File: src/rtl/camera_stream_packer_pkg.sv
// Shared types for the camera capture path.
//   cam_word_t         : one 17-bit FIFO_cam word (bit16 = frame-start flag)
//   FRAME_START_MARKER : word written once per frame ahead of its pixels
//   packer_state_t     : capture FSM states
//   pack_pixel         : orders the two captured bytes into an RGB565 word
package CameraStreamTypes;

  typedef logic [16:0] cam_word_t;

  localparam cam_word_t FRAME_START_MARKER = 17'h10000;

  typedef enum logic [1:0] {
    IDLE,
    ACTIVE,
    BLANK
  } packer_state_t;

  function automatic cam_word_t pack_pixel(input logic [7:0] first_byte,
                                           input logic [7:0] second_byte,
                                           input bit         hi_byte_first);
    if (hi_byte_first) return {1'b0, first_byte, second_byte};
    else               return {1'b0, second_byte, first_byte};
  endfunction

endpackage

File: src/rtl/camera_stream_packer_sync_edge.sv
// cam_sync_edge: registers the raw camera inputs once and detects edges on
// VSYNC (normalised so "active" always means vertical blanking) and HREF.
// Ports:
//   clk, reset_n          : pixel clock, async active-low reset
//   cam_vsync/href/data   : raw camera inputs
//   vs_rise / vs_fall     : blanking starts (frame end) / blanking ends (frame start)
//   href_p1               : registered HREF
//   href_fall             : HREF just went low (line end)
//   data_p1               : registered data byte, aligned with href_p1
module cam_sync_edge #(
  parameter bit VSYNC_ACT_HIGH = 1'b1
) (
  input  logic       clk,
  input  logic       reset_n,
  input  logic       cam_vsync,
  input  logic       cam_href,
  input  logic [7:0] cam_data,
  output logic       vs_rise,
  output logic       vs_fall,
  output logic       href_p1,
  output logic       href_fall,
  output logic [7:0] data_p1
);

  logic vsync_p1;
  logic vsync_p2;
  logic href_p2;
  logic vs_act_p1;
  logic vs_act_p2;

  // Stage p1: input capture; stage p2: previous value for edge detection.
  // VSYNC resets to its inactive level so that coming out of reset during
  // active video cannot be mistaken for a frame start.
  always_ff @(posedge clk or negedge reset_n) begin
    if (!reset_n) begin
      vsync_p1 <= ~VSYNC_ACT_HIGH;
      vsync_p2 <= ~VSYNC_ACT_HIGH;
      href_p1  <= 1'b0;
      href_p2  <= 1'b0;
    end else begin
      vsync_p1 <= cam_vsync;
      vsync_p2 <= vsync_p1;
      href_p1  <= cam_href;
      href_p2  <= href_p1;
    end
  end

  always_ff @(posedge clk) begin
    data_p1 <= cam_data;
  end

  assign vs_act_p1 = vsync_p1 ^ ~VSYNC_ACT_HIGH;
  assign vs_act_p2 = vsync_p2 ^ ~VSYNC_ACT_HIGH;
  assign vs_rise   = vs_act_p1 & ~vs_act_p2;
  assign vs_fall   = ~vs_act_p1 & vs_act_p2;
  assign href_fall = ~href_p1 & href_p2;

endmodule

File: src/rtl/camera_stream_packer.sv
// camera_stream_packer: turns the OV7670 RGB565 byte stream into 17-bit
// FIFO_cam words (frame-start marker + one word per pixel), checks frame
// geometry and reports FIFO overflow.
// Ports:
//   clk, reset_n       : camera PCLK, async active-low reset
//   cam_vsync/href/data: camera parallel interface
//   fifo_full          : FIFO_cam Full
//   fifo_data/wr_en    : FIFO_cam write port, one word per wr_en pulse
//   frame_done         : 1-cycle pulse, frame closed clean
//   frame_error        : sticky geometry error, cleared at frame start
//   overflow           : sticky word drop, cleared at frame start
//   frame_count        : frames started since reset (wraps)
module camera_stream_packer
  import CameraStreamTypes::*;
#(
  parameter int FRAME_WIDTH    = 640,
  parameter int FRAME_HEIGHT   = 480,
  parameter bit VSYNC_ACT_HIGH = 1'b1,
  parameter bit HI_BYTE_FIRST  = 1'b1
) (
  input  logic        clk,
  input  logic        reset_n,
  input  logic        cam_vsync,
  input  logic        cam_href,
  input  logic [7:0]  cam_data,
  input  logic        fifo_full,
  output logic [16:0] fifo_data,
  output logic        fifo_wr_en,
  output logic        frame_done,
  output logic        frame_error,
  output logic        overflow,
  output logic [15:0] frame_count
);

  localparam logic [10:0] PIX_TGT  = 11'(FRAME_WIDTH);
  localparam logic [9:0]  LINE_TGT = 10'(FRAME_HEIGHT);

  function automatic logic [10:0] sat_inc_pix(input logic [10:0] v);
    return (v == 11'h7FF) ? v : v + 11'd1;
  endfunction

  function automatic logic [9:0] sat_inc_line(input logic [9:0] v);
    return (v == 10'h3FF) ? v : v + 10'd1;
  endfunction

  logic          vs_rise;
  logic          vs_fall;
  logic          href_p1;
  logic          href_fall;
  logic [7:0]    data_p1;

  packer_state_t state;
  logic          phase;
  logic [10:0]   pix_cnt;
  logic [9:0]    line_cnt;
  logic [7:0]    first_byte_p2;
  cam_word_t     pix_p2;
  logic          vld_p2;
  logic          marker_pend;

  logic [9:0]    line_cnt_nxt;
  logic          line_err;
  logic          frame_err_nxt;
  logic          wr_marker;
  logic          wr_pix;
  logic          pix_drop;

  cam_sync_edge #(
    .VSYNC_ACT_HIGH(VSYNC_ACT_HIGH)
  ) u_sync (
    .clk      (clk),
    .reset_n  (reset_n),
    .cam_vsync(cam_vsync),
    .cam_href (cam_href),
    .cam_data (cam_data),
    .vs_rise  (vs_rise),
    .vs_fall  (vs_fall),
    .href_p1  (href_p1),
    .href_fall(href_fall),
    .data_p1  (data_p1)
  );

  // A line end may coincide with the frame end, so the frame-end line check
  // uses the already-incremented line count and this cycle's line verdict.
  always_comb begin
    line_cnt_nxt = line_cnt;
    line_err     = 1'b0;
    if (state == ACTIVE && href_fall) begin
      line_cnt_nxt = sat_inc_line(line_cnt);
      line_err     = phase | (pix_cnt != PIX_TGT);
    end
    frame_err_nxt = frame_error | line_err | (line_cnt_nxt != LINE_TGT);

    // Marker owns the write port while pending; any pixel meeting it (or a
    // full FIFO) is lost.
    wr_marker = marker_pend & ~fifo_full;
    pix_drop  = vld_p2 & (marker_pend | fifo_full);
    wr_pix    = vld_p2 & ~marker_pend & ~fifo_full;
  end

  // Stage p2: capture FSM, byte pairing, geometry counters.
  // A frame start seen mid-ACTIVE is always preceded by the frame-end edge,
  // which has already flagged the short frame before this restart clears it.
  always_ff @(posedge clk or negedge reset_n) begin
    if (!reset_n) begin
      state       <= IDLE;
      phase       <= 1'b0;
      pix_cnt     <= '0;
      line_cnt    <= '0;
      vld_p2      <= 1'b0;
      frame_done  <= 1'b0;
      frame_error <= 1'b0;
      frame_count <= '0;
    end else begin
      frame_done <= 1'b0;
      vld_p2     <= 1'b0;
      if (vs_fall) begin
        state       <= ACTIVE;
        phase       <= 1'b0;
        pix_cnt     <= '0;
        line_cnt    <= '0;
        frame_error <= 1'b0;
        frame_count <= frame_count + 16'd1;
      end else begin
        case (state)
          ACTIVE: begin
            if (href_p1) begin
              phase <= ~phase;
              if (phase) begin
                vld_p2  <= 1'b1;
                pix_cnt <= sat_inc_pix(pix_cnt);
              end
            end
            if (href_fall) begin
              phase    <= 1'b0;
              pix_cnt  <= '0;
              line_cnt <= line_cnt_nxt;
              if (line_err) frame_error <= 1'b1;
            end
            if (vs_rise) begin
              frame_error <= frame_err_nxt;
              frame_done  <= ~frame_err_nxt & ~overflow & ~pix_drop;
              state       <= BLANK;
            end
          end
          default: begin
          end
        endcase
      end
    end
  end

  always_ff @(posedge clk) begin
    if (state == ACTIVE && !vs_fall && href_p1) begin
      if (!phase) first_byte_p2 <= data_p1;
      else        pix_p2        <= pack_pixel(first_byte_p2, data_p1, HI_BYTE_FIRST);
    end
  end

  // Stage p3: FIFO write arbitration.
  always_ff @(posedge clk or negedge reset_n) begin
    if (!reset_n) begin
      fifo_wr_en  <= 1'b0;
      fifo_data   <= '0;
      marker_pend <= 1'b0;
      overflow    <= 1'b0;
    end else begin
      fifo_wr_en <= wr_marker | wr_pix;
      if (wr_marker)   fifo_data <= FRAME_START_MARKER;
      else if (wr_pix) fifo_data <= pix_p2;

      if (vs_fall)        marker_pend <= 1'b1;
      else if (wr_marker) marker_pend <= 1'b0;

      if (vs_fall)       overflow <= 1'b0;
      else if (pix_drop) overflow <= 1'b1;
    end
  end

endmodule
File: config.mk
export PLATFORM = sky130hd
export DESIGN_NAME = camera_stream_packer
export DESIGN_NICKNAME = d
export VERILOG_FILES = /design/src/rtl/camera_stream_packer_pkg.sv /design/src/rtl/camera_stream_packer_sync_edge.sv /design/src/rtl/camera_stream_packer.sv
export SDC_FILE = /design/constraint.sdc
export NUM_CORES = 1
export LEC_CHECK = 0
export ABC_AREA = 1
export ABC_CLOCK_PERIOD_IN_PS = 2800
export BUFFER_PORTS_ARGS = -buffer_cell sky130_fd_sc_hd__buf_2
export CAP_MARGIN = 30
export CORE_ASPECT_RATIO = 1.4
export CORE_UTILIZATION = 47
export DETAILED_ROUTE_END_ITERATION = 8
export PLACE_DENSITY = 0.66
export SYNTH_ARGS = -nofsm -noshare
export SYNTH_HDL_FRONTEND = slang
export SYNTH_SLANG_ARGS = --single-unit
File: constraint.sdc
create_clock -name clk -period 2.8 [get_ports clk]
set_input_delay 0.14 -clock clk [delete_from_list [all_inputs] [get_ports clk]]
set_output_delay 0.14 -clock clk [all_outputs]
set_load 0.05 [all_outputs]
==> results.txt <==
CP arrival: 2500 ps
Worst R2R Path Depth: 10
Yosys top cell by area: dfrtp_1
Cells after Synth: 458
Area Growth Syn to Fin: 18.8%
DRT Wirelength: 8120 µm
Synth Area in Adders: 1.73%
Switching power share of the total: 32.7%
Main combinational cell family by area after synthesis: simple AND/OR/NAND/NOR gates
Syn avg cell area: 9.47 µm²
Endpoints failing setup: 0
Most frequent cell after synthesis: nand2_1
P_leak: 2.60 nW
Placed insts: 613
Total power draw: 3.76 mW
Post-layout util: 57.4%
H-tree levels: 3
Max-slew violations: 0
Largest net degree at the start of global routing: 35
GP Congestion: 0.873
CTS Hold Bufs: 11
Fillcell total: 804
Register area share after synthesis: 59.0%
Combinational Power Share: 19.2%
Crit Reg-Reg Startpoint: u_sync.vs_act_p1$_DFF_PN0_
First-pass GRT wire length: 13700 µm
PortBufs: 49
Full die area: 9620 µm²
Critical path's slowest cell: dfrtp_1
Starting Density: 48.3%
Root Driver: clkbuf_16
Synth area leaders: dfrtp_1, edfxtp_1, nand2_1
Max-Cap Viols: 0
Worst R2R End: pix_cnt[5]$_DFFE_PN0P_
Die width: 83.2 µm
CTS Buffer Depth: 2
Worst-margin pin slew: 627 ps
Top cell type's share of synthesized area: 38.7%
CTS sink cnt: 99
Worst Setup EP: pix_cnt[5]$_DFFE_PN0P_
Top_reg_cell synth: dfrtp_1
Worst Setup Start Kind: register
Vias in the first global route: 3046
Compound-Gate Fraction of Synth Area: 5.05%
TritonCTS Buffers: 9
Post-synthesis mux area share: 0%
Setup repair bufs after CTS: 0
Xor/xnor share of the synthesized area: 3.23%
Initial antenna violation count: 0
Switching Power: 1.23 mW
Yosys warning total: 0
Top Ports: 50
Flops & latches, synth: 99
N_diodes: 0
Core Footprint: 8980 µm²
Residual DRC count: 0
Peak supply drop: 0.480 mV
Final hold viol count: 0
DP Wirelength: 5780 µm
Period utilisation layout: 80.0%
Cell area power density: 729 nW/µm²
Required time worst endpoint: 3070 ps
Via-to-Cell Ratio: 5.04
Status: complete, no violations
RSZ-0062 raised after global routing: false
GRT overflow: 0
Clock Pin Slew Worst Setup and Hold Paths: 70 ps
Hold Crit Class: in -> reg
Share of cells above drive strength 1: 17.8%
FFs w/ async S/R, synth: 67.7%
Clk_skew: 6.10 ps
DRT iter0 DRCs: 233
R2r setup slk: 560 ps
Fin crit period: 2240 ps
Clock share of power: 34.4%
Delay of the slowest critical-path stage: 370 ps
GRT Total Usage: 17.9%
CTS resizes: 0
Synth unique cells: 30
Hold WS: 122 ps
Critical Path End Type: register
CTS tree: done
Row cnt: 41
Worst skew pair latency: 340 ps
Cell Chain, Critical Path: inv_1 -> ha_1 -> buf_4 -> o31ai_1 -> nor2_2 -> nand2_1 -> inv_1 -> nand2_1 -> o21ai_0 -> a21oi_1
Synth top cells by count: nand2_1, inv_1, dfrtp_1, nand3_1, nor2_1
Drt first pass iters: 5
Setup TNS: 0 ps
Critical path startpoint: u_sync.vs_act_p1$_DFF_PN0_
CP Class: reg -> reg
DR WL/cell: 12.7 µm
Final #Nets: 547
Crit Path Max Fanout: 15
Syn Std Cell Area: 4340 µm²
Slew Limit Headroom: 58.1%
Die Ht: 116 µm
Achievable Freq: 0.447 GHz
Vias: 3228
Post-DRT Antenna Nets: 0
Post-synth net total: 477
Simple-Gate Fraction of Synth Area: 22.9%
Seq pwr share: 46.4%
Post-synth EDFFs: 24
Non-filler instance count after layout: 640
Int Power: 2.53 mW
registers in the layout, indices dropped and copies added, names as in the netlist:
register	cells
marker_pend	1
frame_error	1
state	2
fifo_wr_en	1
line_cnt	10
frame_done	1
pix_p2	16
u_sync.vs_act_p2	1
first_byte_p2	8
u_sync.data_p1	8
overflow	1
u_sync.href_p1	1
fifo_data	17
u_sync.href_p2	1
u_sync.vs_act_p1	1
vld_p2	1
pix_cnt	11
phase	1
frame_count	16
cells in the final DEF, fill, tap and decap left out, types with 4 or more instances in the layout:
| master | instances |
|---|---|
| a21oi_1 | 11 |
| xor2_1 | 12 |
| nor2_1 | 33 |
| edfxtp_1 | 24 |
| clkbuf_16 | 9 |
| o21ai_0 | 26 |
| dfxtp_1 | 8 |
| nand4_1 | 9 |
| ha_1 | 6 |
| xnor2_1 | 4 |
| nor3_1 | 9 |
| dfrtp_1 | 67 |
| dlygate4sd3_1 | 11 |
| nand3_1 | 40 |
| o21ai_1 | 4 |
| buf_4 | 7 |
| nand2_1 | 84 |
| nor2_2 | 10 |
| buf_2 | 49 |
| inv_1 | 80 |
worst max-delay path, delay by kind of cell (launching register included):
kind | cells | cell delay [ps]
adder cells (fa/ha/maj) | 1 | 200
AO/OA/AOI/OAI | 3 | 590
flip-flops | 1 | 370
AND/OR/NAND/NOR | 3 | 530
buffers and inverters | 3 | 470
kinds of logic after synthesis:
logic type      Yosys count
compound gates           43
xor+xnor                 16
fa+ha+maj                 6
buf+inv                  88
flops                    99
simple gates            206
final cells by class:
cell class	instances	area (µm²)	share of cell area, %
timing repair buffer	67	408	7.92
sequential	99	2560	49.6
inverter	80	300	5.83
clock buffer	9	225	4.37
clock inverter	7	96.3	1.87
multi-input combinational	271	1430	27.8
tap	107	134	2.60
worst min-delay path by stage:
stage | start | depth (start not counted) | slack [ps] | end
2_1_floorplan | reset_n | 0 | -160 | fifo_data[0]$_DFFE_PN0P_
3_3_place_gp | reset_n | 1 | 120 | fifo_data[9]$_DFFE_PN0P_
3_5_place_dp | reset_n | 1 | 130 | fifo_data[9]$_DFFE_PN0P_
4_1_cts | fifo_full | 3 | 100 | marker_pend$_DFFE_PN0P_
5_1_grt | fifo_full | 3 | 150 | marker_pend$_DFFE_PN0P_
6_report | fifo_full | 3 | 120 | marker_pend$_DFFE_PN0P_
power by group through the flow:
stage / Clock [mW] / Sequential (mW) / Combinational [mW]
final: 1.29 / 1.74 / 0.720
after global routing: 1.38 / 1.76 / 0.793
after CTS: 1.33 / 1.74 / 0.728
after detailed placement: 0 / 1.77 / 0.711
after global placement: 0 / 1.76 / 0.698
after floorplan: 0 / 1.99 / 0.296
metal layers:
layer	routed length, µm	global-route usage, %	up-vias	share of wire (%)
li1	-	-	1612	-
met1	3590	22.0	1533	44
met2	4060	30.1	63	50
met3	246	3.13	20	3.0
met4	225	10.3	0	2.8
met5	0	0	-	0
metrics by stage:
step | cell area, µm² | worst slack [ps]
3_3_place_gp | 4720 | 696
5_1_grt | 5150 | 253
2_1_floorplan | 4340 | 284
3_5_place_dp | 4720 | 573
6_report | 5150 | 560
4_1_cts | 5150 | 553
(Power assumes the default switching activity.)
